**src/rtl/memory_req_master.sv**
```systemverilog
// memory_req_master: valid/ready request/response front end sequencing the register-file memory enables
// Optional clear-all sweep built when CLEAR_ALL_EN is defined.
module memory_req_master #(
  parameter int DATA_W = 64,
  parameter int ADDR_W = 3,
  parameter int RD_LAT = 1
) (
  input  logic              CLK,
  input  logic              RESET,
  input  logic              REQ_VALID,
  output logic              REQ_READY,
  input  logic              REQ_WRITE,
  input  logic              REQ_CLEAR,
  input  logic [ADDR_W-1:0] REQ_ADDR,
  input  logic [DATA_W-1:0] REQ_DATA,
  output logic              RSP_VALID,
  input  logic              RSP_READY,
  output logic              RSP_WRITE,
  output logic [DATA_W-1:0] RSP_DATA,
  output logic [DATA_W-1:0] M_D_IN,
  output logic [ADDR_W-1:0] M_ADDR,
  output logic              M_R_ENABLE,
  output logic              M_W_ENABLE,
  input  logic [DATA_W-1:0] M_D_OUT
);
`ifdef CLEAR_ALL_EN
  typedef enum logic [2:0] {IDLE, WR, RD, RWAIT, RESP, CLR} state_t;
`else
  typedef enum logic [2:0] {IDLE, WR, RD, RWAIT, RESP} state_t;
  logic unused_clear;
  assign unused_clear = REQ_CLEAR;
`endif
  localparam logic [1:0] LAT_INIT = 2'(RD_LAT - 1);
  state_t state_q, state_d;
  logic [ADDR_W-1:0] m_addr_q, m_addr_d;
  logic [DATA_W-1:0] m_d_in_q, m_d_in_d;
  logic [DATA_W-1:0] rsp_data_q, rsp_data_d;
  logic rsp_write_q, rsp_write_d;
  logic [1:0] lat_cnt_q, lat_cnt_d;
  logic accept;
  assign REQ_READY  = RESET && state_q == IDLE;
  assign accept     = REQ_VALID && REQ_READY;
  assign RSP_VALID  = state_q == RESP;
  assign RSP_WRITE  = rsp_write_q;
  assign RSP_DATA   = rsp_data_q;
  assign M_ADDR     = m_addr_q;
  assign M_D_IN     = m_d_in_q;
  assign M_R_ENABLE = state_q == RD;
`ifdef CLEAR_ALL_EN
  assign M_W_ENABLE = state_q == WR || state_q == CLR;
`else
  assign M_W_ENABLE = state_q == WR;
`endif
  always_comb begin
    state_d     = state_q;
    m_addr_d    = m_addr_q;
    m_d_in_d    = m_d_in_q;
    rsp_data_d  = rsp_data_q;
    rsp_write_d = rsp_write_q;
    lat_cnt_d   = lat_cnt_q;
    case (state_q)
      IDLE: if (accept) begin
        m_addr_d    = REQ_ADDR;
        m_d_in_d    = REQ_WRITE ? REQ_DATA : m_d_in_q;
        rsp_data_d  = '0;
        rsp_write_d = REQ_WRITE;
        state_d     = REQ_WRITE ? WR : RD;
`ifdef CLEAR_ALL_EN
        if (REQ_CLEAR) begin
          m_addr_d    = '0;
          m_d_in_d    = '0;
          rsp_write_d = 1'b1;
          state_d     = CLR;
        end
`endif
      end
      WR: state_d = RESP;
      RD: begin
        lat_cnt_d = LAT_INIT;
        state_d   = RWAIT;
      end
      RWAIT: begin
        lat_cnt_d  = lat_cnt_q == 2'd0 ? lat_cnt_q : lat_cnt_q - 2'd1;
        rsp_data_d = lat_cnt_q == 2'd0 ? M_D_OUT : rsp_data_q;
        state_d    = lat_cnt_q == 2'd0 ? RESP : RWAIT;
      end
      RESP: state_d = RSP_READY ? IDLE : RESP;
`ifdef CLEAR_ALL_EN
      // the sweep stops on the top address instead of wrapping
      CLR: begin
        m_addr_d = m_addr_q == '1 ? m_addr_q : m_addr_q + 1'b1;
        state_d  = m_addr_q == '1 ? RESP : CLR;
      end
`endif
      default: state_d = IDLE;
    endcase
  end
  always_ff @(posedge CLK) begin
    if (!RESET) begin
      state_q     <= IDLE;
      m_addr_q    <= '0;
      m_d_in_q    <= '0;
      rsp_data_q  <= '0;
      rsp_write_q <= 1'b0;
      lat_cnt_q   <= '0;
    end else begin
      state_q     <= state_d;
      m_addr_q    <= m_addr_d;
      m_d_in_q    <= m_d_in_d;
      rsp_data_q  <= rsp_data_d;
      rsp_write_q <= rsp_write_d;
      lat_cnt_q   <= lat_cnt_d;
    end
  end
endmodule
```
**config.mk**
```make
export PLATFORM = sky130hd
export DESIGN_NAME = memory_req_master
export DESIGN_NICKNAME = d
export VERILOG_FILES = /design/src/rtl/memory_req_master.sv
export SDC_FILE = /design/constraint.sdc
export NUM_CORES = 1
export LEC_CHECK = 0
export ABC_AREA = 1
export BUFFER_PORTS_ARGS = -buffer_cell sky130_fd_sc_hd__buf_2
export CORE_MARGIN = 4
export CORE_UTILIZATION = 35
export CTS_BUF_LIST = sky130_fd_sc_hd__clkbuf_8
export CTS_CLUSTER_DIAMETER = 60
export DETAILED_ROUTE_END_ITERATION = 10
export PLACE_DENSITY = 0.74
export SYNTH_ARGS = -nofsm -noshare
export SYNTH_HDL_FRONTEND = slang
export SYNTH_SLANG_ARGS = --single-unit
export TNS_END_PERCENT = 100
```
**constraint.sdc**
```tcl
create_clock -name CLK -period 1.87 [get_ports CLK]
set_input_delay 0.187 -clock CLK [delete_from_list [all_inputs] [get_ports CLK]]
set_output_delay 0.187 -clock CLK [all_outputs]
set_load 0.05 [all_outputs]
```
Word-level counts from Yosys, hierarchy flattened:

Cells that the tools add are included.
Widths: inputs -> output; s select.

* input port bits: 137
* flip-flop bits (word level): 137

* reductions and logical operators: 10
* add/sub/neg operators: 1
* eq/ne operators: 7
* muxes and demuxes: 10

Operators by type and width (number)
* $mux 64: 2
* $pmux 64 s2: 1
* $pmux 3 s5: 1
* $mux 3: 3
* $eq 3x2->1 const B: 2
* $ne 2x2->1 const B: 3
* $reduce_and 3->1: 2
* $mux 2: 2
* $pmux 2 s2: 1
* $reduce_and 2->1: 2
* $reduce_bool 2->1: 2
* $eq 3x1->1 const B: 1
* $eq 3x3->1 const B: 1
* $logic_not 3->1: 1
* $logic_and 1x1->1: 2
* $logic_not 2->1: 1
* $sub 2x1->2 const B: 1

Depth between registers and ports, before layout:

* depth after elaboration: 5
* mapped depth: 11
* depth with buffers taken out: 10

Worst setup path before layout:

Ideal clock, no wire load.

* kind: reg-to-reg
* from: reg state_q[0]
* to: reg m_d_in_q[38] (netlist: M_D_IN[38])
* cell stages (with the launch flop): 11
* setup time: 0.114 ns
* slack: -0.020 ns
* buffers on the path: 2
* arrival: 1.775 ns
* required time: 1.756 ns
* cells stage by stage: dfxtp_1 -> nor2_1 -> nand2_1 -> nor2_2 -> nand2_2 -> nor2_4 -> buf_4 -> buf_4 -> nand2_1 -> nand2_1 -> nor2_1

* cells in the longest elaborated chain, start to end: 4

RTL lines
* from (decl): RTL line 34 `state_t state_q, state_d;`
* from (signal assigned): RTL line 107 `state_q <= state_d;`
* $logic_not 3->1: RTL line 41 `assign REQ_READY = RESET && state_q == IDLE;`
* $logic_and 1x1->1: RTL line 41
* named net REQ_READY: RTL line 11 `output logic REQ_READY,`
* $logic_and 1x1->1: RTL line 42 `assign accept = REQ_VALID && REQ_READY;`
* $reduce_and 3->1 (no source line)
* to (signal assigned): RTL line 109 `m_d_in_q <= m_d_in_d;`
* to (decl): RTL line 36 `logic [DATA_W-1:0] m_d_in_q, m_d_in_d;`

The timed path passes the listed nets, and every way through them passes these cells.
A chain may end at the register's enable or synchronous reset.

Worst setup path after layout:

* from: reg state_q[0]
* to: reg m_d_in_q[43] (netlist: M_D_IN[43])

* cells in the longest elaborated chain, start to end: 4

RTL lines (RTL line)
* $logic_not 3->1 *: 41, 61
* $logic_and 1x1->1: 41
* $logic_and 1x1->1: 42
* $reduce_and 3->1 (no source line) *

Mark *: on every way between the ends. The rest lies on a longest branch, timed or not.

==> results.md <==
- Outcome: completed
- Hold WC Path Type: in -> reg
- P&R area growth vs syn: 34.3%
- Slew Limit Fails: 0
- CP max FO: 37
- Initial antenna violation count: 1
- Placed cell count: 1364
- Grt ovf: 0
- Slowest-stage cell, CP: dfxtp_1
- Final Cycle Share: between 90 and 100%
- Layout net count: around 1300
- Root buffer cell: clkbuf_8
- Netlist cell types: 18
- Wire per inst: 11.1 um
- Total CTS buffers: 17
- Die Y: 137 um
- Num rows: 46
- Detail Route Antenna Nets: 0
- PortBufs: about 270
- Avg Cell Area, Syn: between 6 and 7 um2
- Worst setup EP type: register
- Crit path kind: reg -> reg
- DRT Wirelength: 15600 um
- TNS Setup: 0 ps
- Synth async-reset ratio: 0%
- # clock sinks: roughly 140
- Max incr delay on CP: around 350 ps
- Seq/Total Area, Yosys: 47.3%
- LEAKAGE: 4.41 nW
- DP Wirelength: roughly 11000 um
- Worst EP required: 2200 ps
- Final Hold Fails: 0
- Setup bufs post-CTS: 0
- Synth warn: 0
- F_max: 0.587 GHz
- Most used DFF post-synth: dfxtp_1
- Vias in the first global route: 5238
- Hold_buf cts: 4
- Mapped Cells: 911
- Commonest cells after routing, fill and taps aside: nand2_1 (320), nor2_1 (276), buf_2 (270), dfxtp_1 (137), inv_1 (105)
- Diode count: 0
- Worst vdd ir: 0.000684 V
- Gr usage total: 16.3%
- First-pass GRT wire length: 24300 um
- Clock Latency Late Sink: 430 ps
- Routability cong.: 0.783
- CTS tree: done
- Io pins: between 200 and 300
- Unrepaired setup endpoints after global routing: false
- CP Cell Sequence: nor2_1 > nand2_1 > nor2_4 > nand2_2 > nor2_4 > buf_12 > buf_12 > nand2_1 > nand2_1 > nor2_1
- Largest net degree at the start of global routing: between 100 and 150
- Post-Syn Nets: 1049
- Die footprint: ~0.019 mm2
- Pre-antenna DRT Iters: 4
- Relative max-transition margin: between 50 and 60%
- Cell Pwr Density: 1380 mW/mm2
- Worst path most repeated cell: nand2_1
- Initial core utilization: 36.1%
- Arr. time, crit path: about 2000 ps
- Max-cap violation count: 0
- Final setup violating endpoints: 0
- Total core area: 0.0161 mm2
- Mapped cell area: 0.00579 mm2
- 1st-iter DRT viols: 164
- Residual DRC count: 0
- Post-route minimum period: 1700 ps
- Post-CTS Resized: 0
- Proportion of layout cells with a drive suffix above 1: about 27%
- Critical Path Source Type: register
- Commonest non-fill, non-tap cell in the layout: nand2_1
- DR vias: 5847
- Max Root-Sink Buffers: 2
- Slew @ Worst Pin: between 600 and 700 ps
- Die X: 137 um
- H-tree levels: 4
- Layout Cells excl Fill: 1400
- Synth Register Bits: 137
- Worst clock skew: 11.7 ps
- Via-to-Cell Ratio: 4.18
- Number of synthesized flops with an enable pin: 0
- Clock slew at reported path FFs: 80 ps
stage by stage:
stage	hold slack, ps	util (%)	power, W	setup WS (ps)	instance area, um2
detailed placement	386	45.8	0.00844	171	7360
global route	26.7	48.4	0.0114	4.79	7780
floorplan	298	-	0.00739	67.0	5800
CTS	0.899	48.4	0.0108	149	7780
global placement	386	45.8	0.00838	230	7360
finish	40.7	48.4	0.0107	167	7780
report_power, final:
part | internal [W] | leakage, nW | total (W) | switching, W
Clock | 0.00113 | 0.194 | 0.00236 | 0.00122
Combinational | 0.00116 | 3.09 | 0.00459 | 0.00343
Sequential | 0.00348 | 1.12 | 0.00375 | 0.000270
area by class of cell:
class / instances / area, um2
clock inverters: 13 / 120
repair buffers: 289 / 1590
inverters: 105 / 394
clock buffers: 19 / 262
well taps: 216 / 270
flip-flops and latches: 137 / 2740
multi-input cells: 621 / 2400
fillers: 1655 / 8280
worst max-delay path: cells and delay by family (launching register included):
kind                   cells  cell delay (ps)
buffers and inverters      2              390
flip-flops                 1              350
AND/OR/NAND/NOR            8              840
kinds of logic after synthesis:
group | Yosys count | share of synthesized area [%]
compound gates | 10 | 0.886
fa+ha+maj | 1 | 0.216
buf+inv | 153 | 11.5
flops | 137 | 47.3
simple gates | 610 | 40.1
flip-flops by register name, summed over array words and instances (netlist names):
| signal | flops |
|---|---|
| lat_cnt_q | 2 |
| RSP_DATA | 64 |
| M_ADDR | 3 |
| RSP_WRITE | 1 |
| M_D_IN | 64 |
| state_q | 3 |
cell usage after synthesis, types with 2 or more instances:
master    number  area share, %
dfxtp_1      137             47
buf_4         22            2.9
nand2_2        2           0.22
nor2_1       277             18
nand3_1        5           0.43
nand2_1      320             21
o21ai_0        3           0.26
buf_1         10           0.65
a21oi_1        6           0.52
nor3_1         3           0.26
buf_2          6           0.52
nor2_4         2           0.39
inv_1        104            6.7
clkbuf_1      10           0.65
final timing paths:
check / start / to / slack [ps] / cells past startpoint
hold / removal: REQ_DATA[60] / M_D_IN[60] / 40 / 5
setup / recovery: state_q[0] / M_D_IN[43] / 170 / 10
setup reg to reg: state_q[0] / M_D_IN[43] / 170 / 10
hold reg to reg: M_ADDR[2] / M_ADDR[2] / 470 / 2
routing by layer:
| metal | wire (um) | global-route usage, % | vias up |
|---|---|---|---|
| met3 | 1850 | 7.54 | 16 |
| met1 | 6500 | 18.3 | 2486 |
| li1 | - | - | 3141 |
| met4 | 229 | 5.82 | 2 |
| met5 | 7 | 0 | - |
| met2 | 7000 | 27.0 | 202 |
(Power assumes the default switching activity.)
